[src/rtl/alu_flag_writeback.sv]
// alu_flag_writeback: queues ALU result bundles (2 deep) and commits them to a register file and a {C,Z,N,V} status register.
// Latency: a bundle pushed at edge N into an empty queue commits at edge N+1 (hold low); commit_pulse is high the cycle after.
// Backpressure: in_ready = !full; hold stalls commits only. Optional macro STICKY_OVF_EN makes V sticky across ADD/SUB commits.

module alu_wb_fifo #(
  parameter int W     = 8,
  parameter int DEPTH = 2
) (
  input  logic         clk,
  input  logic         rst_n,
  input  logic         push,
  input  logic [W-1:0] push_dat,
  input  logic         pop,
  output logic [W-1:0] head_dat,
  output logic         empty,
  output logic         full
);
  localparam int AW = (DEPTH > 1) ? $clog2(DEPTH) : 1;

  logic [W-1:0]  mem [DEPTH];
  logic [AW-1:0] wr_ptr;
  logic [AW-1:0] rd_ptr;
  logic [AW:0]   count;
  logic          do_push;
  logic          do_pop;

  function automatic logic [AW-1:0] ptr_next(input logic [AW-1:0] p);
    return (p == AW'(DEPTH - 1)) ? '0 : p + AW'(1);
  endfunction

  assign empty    = (count == '0);
  assign full     = (count == (AW+1)'(DEPTH));
  assign head_dat = mem[rd_ptr];
  assign do_push  = push && !full;
  assign do_pop   = pop && !empty;

  always_ff @(posedge clk) begin
    if (!rst_n) begin
      wr_ptr <= '0;
      rd_ptr <= '0;
      count  <= '0;
    end else begin
      if (do_push) begin
        mem[wr_ptr] <= push_dat;
        wr_ptr      <= ptr_next(wr_ptr);
      end
      if (do_pop) begin
        rd_ptr <= ptr_next(rd_ptr);
      end
      case ({do_push, do_pop})
        2'b10:   count <= count + (AW+1)'(1);
        2'b01:   count <= count - (AW+1)'(1);
        default: count <= count;
      endcase
    end
  end
endmodule

module alu_flag_writeback #(
  parameter int REG_COUNT = 4,
  parameter int ADDR_W    = 2,
  parameter int CNT_W     = 16
) (
  input  logic              clk,
  input  logic              rst_n,
  input  logic              in_valid,
  output logic              in_ready,
  input  logic [7:0]        in_result,
  input  logic              in_carry,
  input  logic              in_zero,
  input  logic              in_negative,
  input  logic              in_overflow,
  input  logic [2:0]        in_opcode,
  input  logic [ADDR_W-1:0] in_dest,
  input  logic              in_wr_en,
  input  logic              in_flags_en,
  input  logic              hold,
  input  logic              flag_clr,
  input  logic [ADDR_W-1:0] rd_addr_a,
  output logic [7:0]        rd_data_a,
  input  logic [ADDR_W-1:0] rd_addr_b,
  output logic [7:0]        rd_data_b,
  output logic [3:0]        flags_q,
  output logic              commit_pulse,
  output logic [CNT_W-1:0]  commit_count
);
  typedef struct packed {
    logic [7:0]        result;
    logic              c;
    logic              z;
    logic              n;
    logic              v;
    logic [2:0]        opcode;
    logic [ADDR_W-1:0] dest;
    logic              wr_en;
    logic              flags_en;
  } entry_t;

  entry_t     push_dat;
  entry_t     head;
  logic       q_empty;
  logic       q_full;
  logic       push;
  logic       pop;
  logic [3:0] flags_nxt;
  logic [7:0] regs [REG_COUNT];

  assign push_dat = '{result: in_result, c: in_carry, z: in_zero, n: in_negative,
                      v: in_overflow, opcode: in_opcode, dest: in_dest,
                      wr_en: in_wr_en, flags_en: in_flags_en};

  // rst_n gates in_ready so the reset cycle never advertises space
  assign in_ready = rst_n && !q_full;
  assign push     = in_valid && in_ready;
  assign pop      = rst_n && !q_empty && !hold;

  alu_wb_fifo #(
    .W     ($bits(entry_t)),
    .DEPTH (2)
  ) u_queue (
    .clk      (clk),
    .rst_n    (rst_n),
    .push     (push),
    .push_dat (push_dat),
    .pop      (pop),
    .head_dat (head),
    .empty    (q_empty),
    .full     (q_full)
  );

  assign rd_data_a = regs[rd_addr_a];
  assign rd_data_b = regs[rd_addr_b];

  // flag_clr applies first so a same-edge commit overrides it
  always_comb begin
    flags_nxt = flag_clr ? 4'b0000 : flags_q;
    if (pop && head.flags_en) begin
      flags_nxt[2] = head.z;
      flags_nxt[1] = head.n;
      if (head.opcode[2:1] == 2'b00) begin
        flags_nxt[3] = head.c;
`ifdef STICKY_OVF_EN
        flags_nxt[0] = flags_nxt[0] | head.v;
`else
        flags_nxt[0] = head.v;
`endif
      end
    end
  end

  always_ff @(posedge clk) begin
    if (!rst_n) begin
      for (int i = 0; i < REG_COUNT; i++) begin
        regs[i] <= 8'h00;
      end
      flags_q      <= 4'b0000;
      commit_pulse <= 1'b0;
      commit_count <= '0;
    end else begin
      if (pop && head.wr_en) begin
        regs[head.dest] <= head.result;
      end
      flags_q      <= flags_nxt;
      commit_pulse <= pop;
      if (pop) begin
        commit_count <= commit_count + CNT_W'(1);
      end
    end
  end
endmodule
[config.mk]
export PLATFORM = sky130hd
export DESIGN_NAME = alu_flag_writeback
export DESIGN_NICKNAME = d
export VERILOG_FILES = /design/src/rtl/alu_flag_writeback.sv
export SDC_FILE = /design/constraint.sdc
export NUM_CORES = 1
export LEC_CHECK = 0
export ABC_AREA = 1
export CAP_MARGIN = 20
export CORE_MARGIN = 1
export CORE_UTILIZATION = 56
export CTS_CLUSTER_DIAMETER = 30
export DETAILED_ROUTE_END_ITERATION = 8
export DONT_BUFFER_PORTS = 1
export PLACE_DENSITY = 0.78
export REMOVE_ABC_BUFFERS = 1
export SETUP_SLACK_MARGIN = 0.4
export SYNTH_ARGS = -nofsm -noshare
export SYNTH_HDL_FRONTEND = slang
export SYNTH_SLANG_ARGS = --single-unit
[constraint.sdc]
create_clock -name clk -period 2.25 [get_ports clk]
set_input_delay 0.45 -clock clk [delete_from_list [all_inputs] [get_ports clk]]
set_output_delay 0.45 -clock clk [all_outputs]
set_load 0.1 [all_outputs]
==> Word level (Yosys, flattened, before mapping) <==
Memories as Yosys holds them, arrays and structs flattened. A register that Yosys moved wholly into a read port is not among the register bits.
Cells that the tools add are included.
{ "op_classes": {"eq_ne": 3, "add_sub_neg": 5, "n_reduce_logical": 16, "muxes": 19} }
{ "op_table": {"columns": ["op", "count"], "rows": [
  ["16-bit by 1-bit adder with 16-bit output, second input constant", 1],
  ["1-bit 2-to-1 mux", 14],
  ["1-bit logical AND", 8],
  ["4-bit 2-to-1 mux", 2],
  ["8-bit 2-to-1 mux", 1],
  ["8-bit OR reduction", 1],
  ["2-bit == test, second input constant", 2],
  ["2-bit logical NOT", 2],
  ["2-bit one-hot mux with 2 select lines", 1],
  ["2-bit nonzero test", 2],
  ["1-bit logical NOT", 3],
  ["1-bit adder, second input constant", 2],
  ["2-bit by 1-bit adder with 2-bit output, second input constant", 1],
  ["2-bit by 1-bit == test with 1-bit output, second input constant", 1],
  ["2-bit 2-to-1 mux", 1],
  ["2-bit by 1-bit subtractor with 2-bit output, second input constant", 1]
]} }
{ "totals": {"n_memories": 2, "elab_cells": 52, "output_inout_bits": 38, "reg_bits": 25, "ramBits": 70} }
{ "memory_table": {"columns": ["memory", "depth", "word_bits", "read_ports", "rd_ports_with_merged_regs", "wr", "line_no", "source"], "rows": [
  ["u_queue.mem", 2, 19, 1, 1, 1, "20", "logic [W-1:0] mem [DEPTH];"],
  ["regs", 4, 8, 2, 0, 4, "106", "logic [7:0] regs [REG_COUNT];"]
]} }

==> Longest topological paths before layout <==
{ "logic_depth": {"ltp_word": 10, "ltp_mapped": 10} }

==> By module <==
A second synthesis with hierarchy kept.
{ "unflattened": {"cells_unflattened": 426, "area_unflattened_um2": 4379.2} }
{ "modules_own_cells": {"columns": ["mod", "area_per_inst_um2", "cells_per_inst", "seq_area_each_um2", "instances"], "rows": [
  ["alu_flag_writeback", 2742.6, 328, 1381.3, 1],
  ["alu_wb_fifo", 1636.6, 98, 1241.2, 1]
]} }

==> Worst setup path after synthesis <==
No wires, ideal clock.
{ "synth_path": {"path_type": "input-to-reg", "startpoint": "input rst_n", "endpoint": "memory u_queue.mem[0][0] (netlist name), enable pin", "arrival_time_ns": 3.367, "path_stages": 5, "slack_ns": -1.509, "n_path_buf": 1, "path_cell_list": "buf_4 > inv_2 > a21oi_1 > nand2_1 > nor2_1"} }
{ "synth_between": {"elab_chain_len": 6} }
{ "synth_lines": {"columns": ["item", "line_no", "source"], "rows": [
  ["start, declared", "65", "input logic rst_n,"],
  ["1-bit logical AND", "113", "assign in_ready = rst_n && !q_full;"],
  ["via in_ready", "67", "output logic in_ready,"],
  ["1-bit logical AND", "114", "assign push = in_valid && in_ready;"],
  ["1-bit logical AND", "34", "assign do_push = push && !full;"],
  ["1-bit 2-to-1 mux", "43", "if (do_push) begin"],
  ["1-bit 2-to-1 mux", "38", "if (!rst_n) begin"],
  ["1-bit 2-to-1 mux (not written as such)", "44", "mem[wr_ptr] <= push_dat;"],
  ["end, declared", "20", null]
]} }
The timed path passes the listed nets, and every way through them passes these cells.

==> metrics.csv <==
stage,metric,value,unit
run_status,status,completed,
pwr,sequential share of power,51.5,%
routing,Avg Vias per Cell,5.39,
floorplanning,core area,6870,um2
cts,clk buf depth,2,
critical_path,reg2reg end,u_queue.count[1],
synth,mapped cell area,4030,um2
pwr,Final Power,0.00379,W
pwr,Int Power,0.00278,W
pwr,leak pwr,1.85,nW
cts,total setup buffers inserted after CTS,0,
timing,Rel. slew slack,71.3,%
global_route,first-pass GRT wire length,12900,um
critical_path,Startpoint Class,register,
routing,vias after detailed routing,2999,
cells_and_area,Post-Layout Cell Count,556,
cts,number of buffers created by CTS,9,
global_route,Global Route Usage Sum,22.7,%
critical_path,Worst path max stage delay,0.39,ns
routing,Post-DRT Antenna Nets,0,
min_path,Hold Crit Class,in2reg,
cells_and_area,"Area growth, synth to finish",18.7,%
cts,post-cts hold buffer count,0,
timing,fmax,551,MHz
synth,top post-synthesis cells by area,"edfxtp_1 51%, dfxtp_1 13%, nor2_1 8.8%, nand2_1 5.8%, o21ai_0 5.5%",
critical_path,Worst path depth,3,
global_route,largest net degree at the start of global routing,27,
critical_path,WP data required,1.80,ns
pwr,Clock Power Share,34.9,%
critical_path,WP buf/inv,1,
run,max cap viols,0,
cts,worst skew pair latency,0.36,ns
cts,CTS sink cnt,94,
synth,post-synthesis sequential area ratio,63.5,%
pwr,Logic pwr share,13.6,%
timing,min Tclk post-route,1.82,ns
cells_and_area,layout cell share with drive strength beyond 1,20.2,%
pwr,Peak VDD IR,0.712,mV
placement,DP Wirelength,5700,um
cells_and_area,Ant. Diodes,0,
cts,CTS tree,built,
floorplanning,full die area,7540,um2
cts,root buffer cell,clkbuf_8,
critical_path,crit path launch,regs[2][3],
critical_path,CP Cell Sequence,o21ai_0 > o22ai_2 > buf_4,
cts,"Reg clk slew, reported paths",0.09,ns
routing,DR WL/cell,14.2,um
cells_and_area,fin nets,485,
global_route,vias in the first global route,2818,
min_path,min-delay src,in_overflow,
global_route,GRT overflow,0,
critical_path,RR Startpoint,u_queue.count[1],
synth,Synth Instances,411,
synth,Synth Area per Inst,9.81,um2
critical_path,CP max FO,2,
timing,Tcrit/Tclk final,80.7,%
global_route,initial antenna violation count,0,
synth,synthesized flop and latch total,94,
timing,Worst Hold Slack,0.179,ns
timing,unrepaired setup endpoints after global routing,yes,
critical_path,FF-to-FF path depth,8,
timing,skew final,0.00524,ns
timing,Worst Tran Pin Value,0.418,ns
critical_path,Reg2Reg Setup Slack,0.52,ns
critical_path,CP arrival,1.37,ns
timing,Setup-failing EPs final,0,
routing,DRT Wirelength,7890,um
placement,gpl congestion,0.791,
critical_path,crit end category,primary output,
timing,fin. max-slew vios,0,
routing,# DRC,0,
pwr,cell area power density,792,nW/um2
critical_path,Critical-path top delay cell,edfxtp_1,
critical_path,Critical Path End,rd_data_a[3],
timing,Hold Fails Final Rpt,0,
floorplanning,die outline height,86.9,um
floorplanning,Initial Util,58.7,%
floorplanning,die width,86.9,um
floorplanning,Ports,66,
timing,setup_tns,0,ns
pwr,switching part of the total power,26.7,%
placement,port bufs,0,
routing,starting DRC count in detailed routing,210,
pwr,sw power,0.00101,W
critical_path,"Largest delay share family, worst path",flip-flops,
routing,1st-pass router iterations,4,
placement,dpl cells,540,
synth,largest area contributor in the netlist,edfxtp_1,
cts,Max H-tree Level,3,
synth,share of the synthesized area in the top cell type,50.6,%
synth,Synth cell types,27,
critical_path,kind of critical path,reg2out,
synth,"Warnings, synthesis",0,
floorplanning,Site Rows,30,
power groups by stage:
stage               combinational, W  sequential, W  clock (W)
detailed placement          0.000516        0.00199          0
CTS                         0.000517        0.00195    0.00134
global placement            0.000506        0.00198          0
global route                0.000546        0.00196    0.00140
floorplan                   0.000366        0.00201          0
finish                      0.000517        0.00195    0.00132
kinds of logic (layout without fill, tap and decap cells):
family | Yosys count | after routing | synth area share, %
AO/OA/AOI/OAI | 82 | 82 | 10.8
adder cells (fa/ha/maj) | 2 | 2 | 0.620
buffers and inverters | 40 | 89 | 4.22
flip-flops | 94 | 94 | 63.5
multiplexers | 8 | 8 | 1.99
AND/OR/NAND/NOR | 185 | 185 | 18.8
routing by layer:
metal / vias to the layer above / routed length (um) / share of wire, % / track usage [%]
li1: 1497 / - / - / -
met1: 1391 / 3300 / 42 / 26.3
met2: 100 / 3910 / 50 / 38.7
met3: 11 / 548 / 6.9 / 7.77
met4: 0 / 121 / 1.5 / 9.09
met5: - / 0 / 0 / 0
registers in the layout (all words and copies together) (netlist names), named ones only:
register,cells
u_queue.rd_ptr,1
regs,32
u_queue.mem,36
u_queue.wr_ptr,1
flags_q,4
commit_pulse,1
u_queue.count,2
commit_count,16
cell usage in the layout (no fill, tap or decap), drive strengths merged:
cell / instances
buf: 44
clkinvlp: 4
o22ai: 16
nand3: 10
inv: 27
a21oi: 19
nand2: 67
edfxtp: 68
o21a: 1
a211oi: 1
and3: 1
clkinv: 2
clkbuf: 9
nand4: 5
dfxtp: 26
nor2: 100
bufinv: 3
ha: 2
o21ai: 45
nor3: 2
mux2i: 8
worst min path at each step:
stage	endpoint	depth (start not counted)
3_3_place_gp	register	1
2_1_floorplan	register	1
4_1_cts	u_queue.mem[1][7]	0
5_1_grt	u_queue.mem[1][7]	0
3_5_place_dp	u_queue.rd_ptr	1
6_report	u_queue.mem[1][7]	0
metrics by stage:
step	worst slack, ns	instance area (um2)	utilization [%]
5_1_grt	0.376	4790	69.7
3_5_place_dp	0.363	4530	65.9
2_1_floorplan	-1.37	3970	-
4_1_cts	0.424	4780	69.5
3_3_place_gp	0.454	4530	65.9
6_report	0.434	4790	69.7
what timing repair did:
item	in CTS	in global routing
gates resized for setup	1	12
pin swaps	0	0
setup endpoints to repair	32	19
cloned	0	0
layout make-up:
cell class / instances / area, um2
clock buffers: 9 / 124
clock inverters: 7 / 123
fillers: 495 / 2080
inverters: 29 / 119
multi-input cells: 277 / 1410
flip-flops and latches: 94 / 2560
well taps: 96 / 120
repair buffers: 44 / 330
cells in the mapped netlist (all sizes together):
library cell / number
a211oi: 1
a21oi: 19
and3: 1
buf: 6
clkbuf: 5
dfxtp: 26
edfxtp: 68
ha: 2
inv: 29
mux2i: 8
nand2: 67
nand3: 10
nand4: 5
nor2: 100
nor3: 2
o21a: 1
o21ai: 45
o22ai: 16
(Power assumes the default switching activity.)
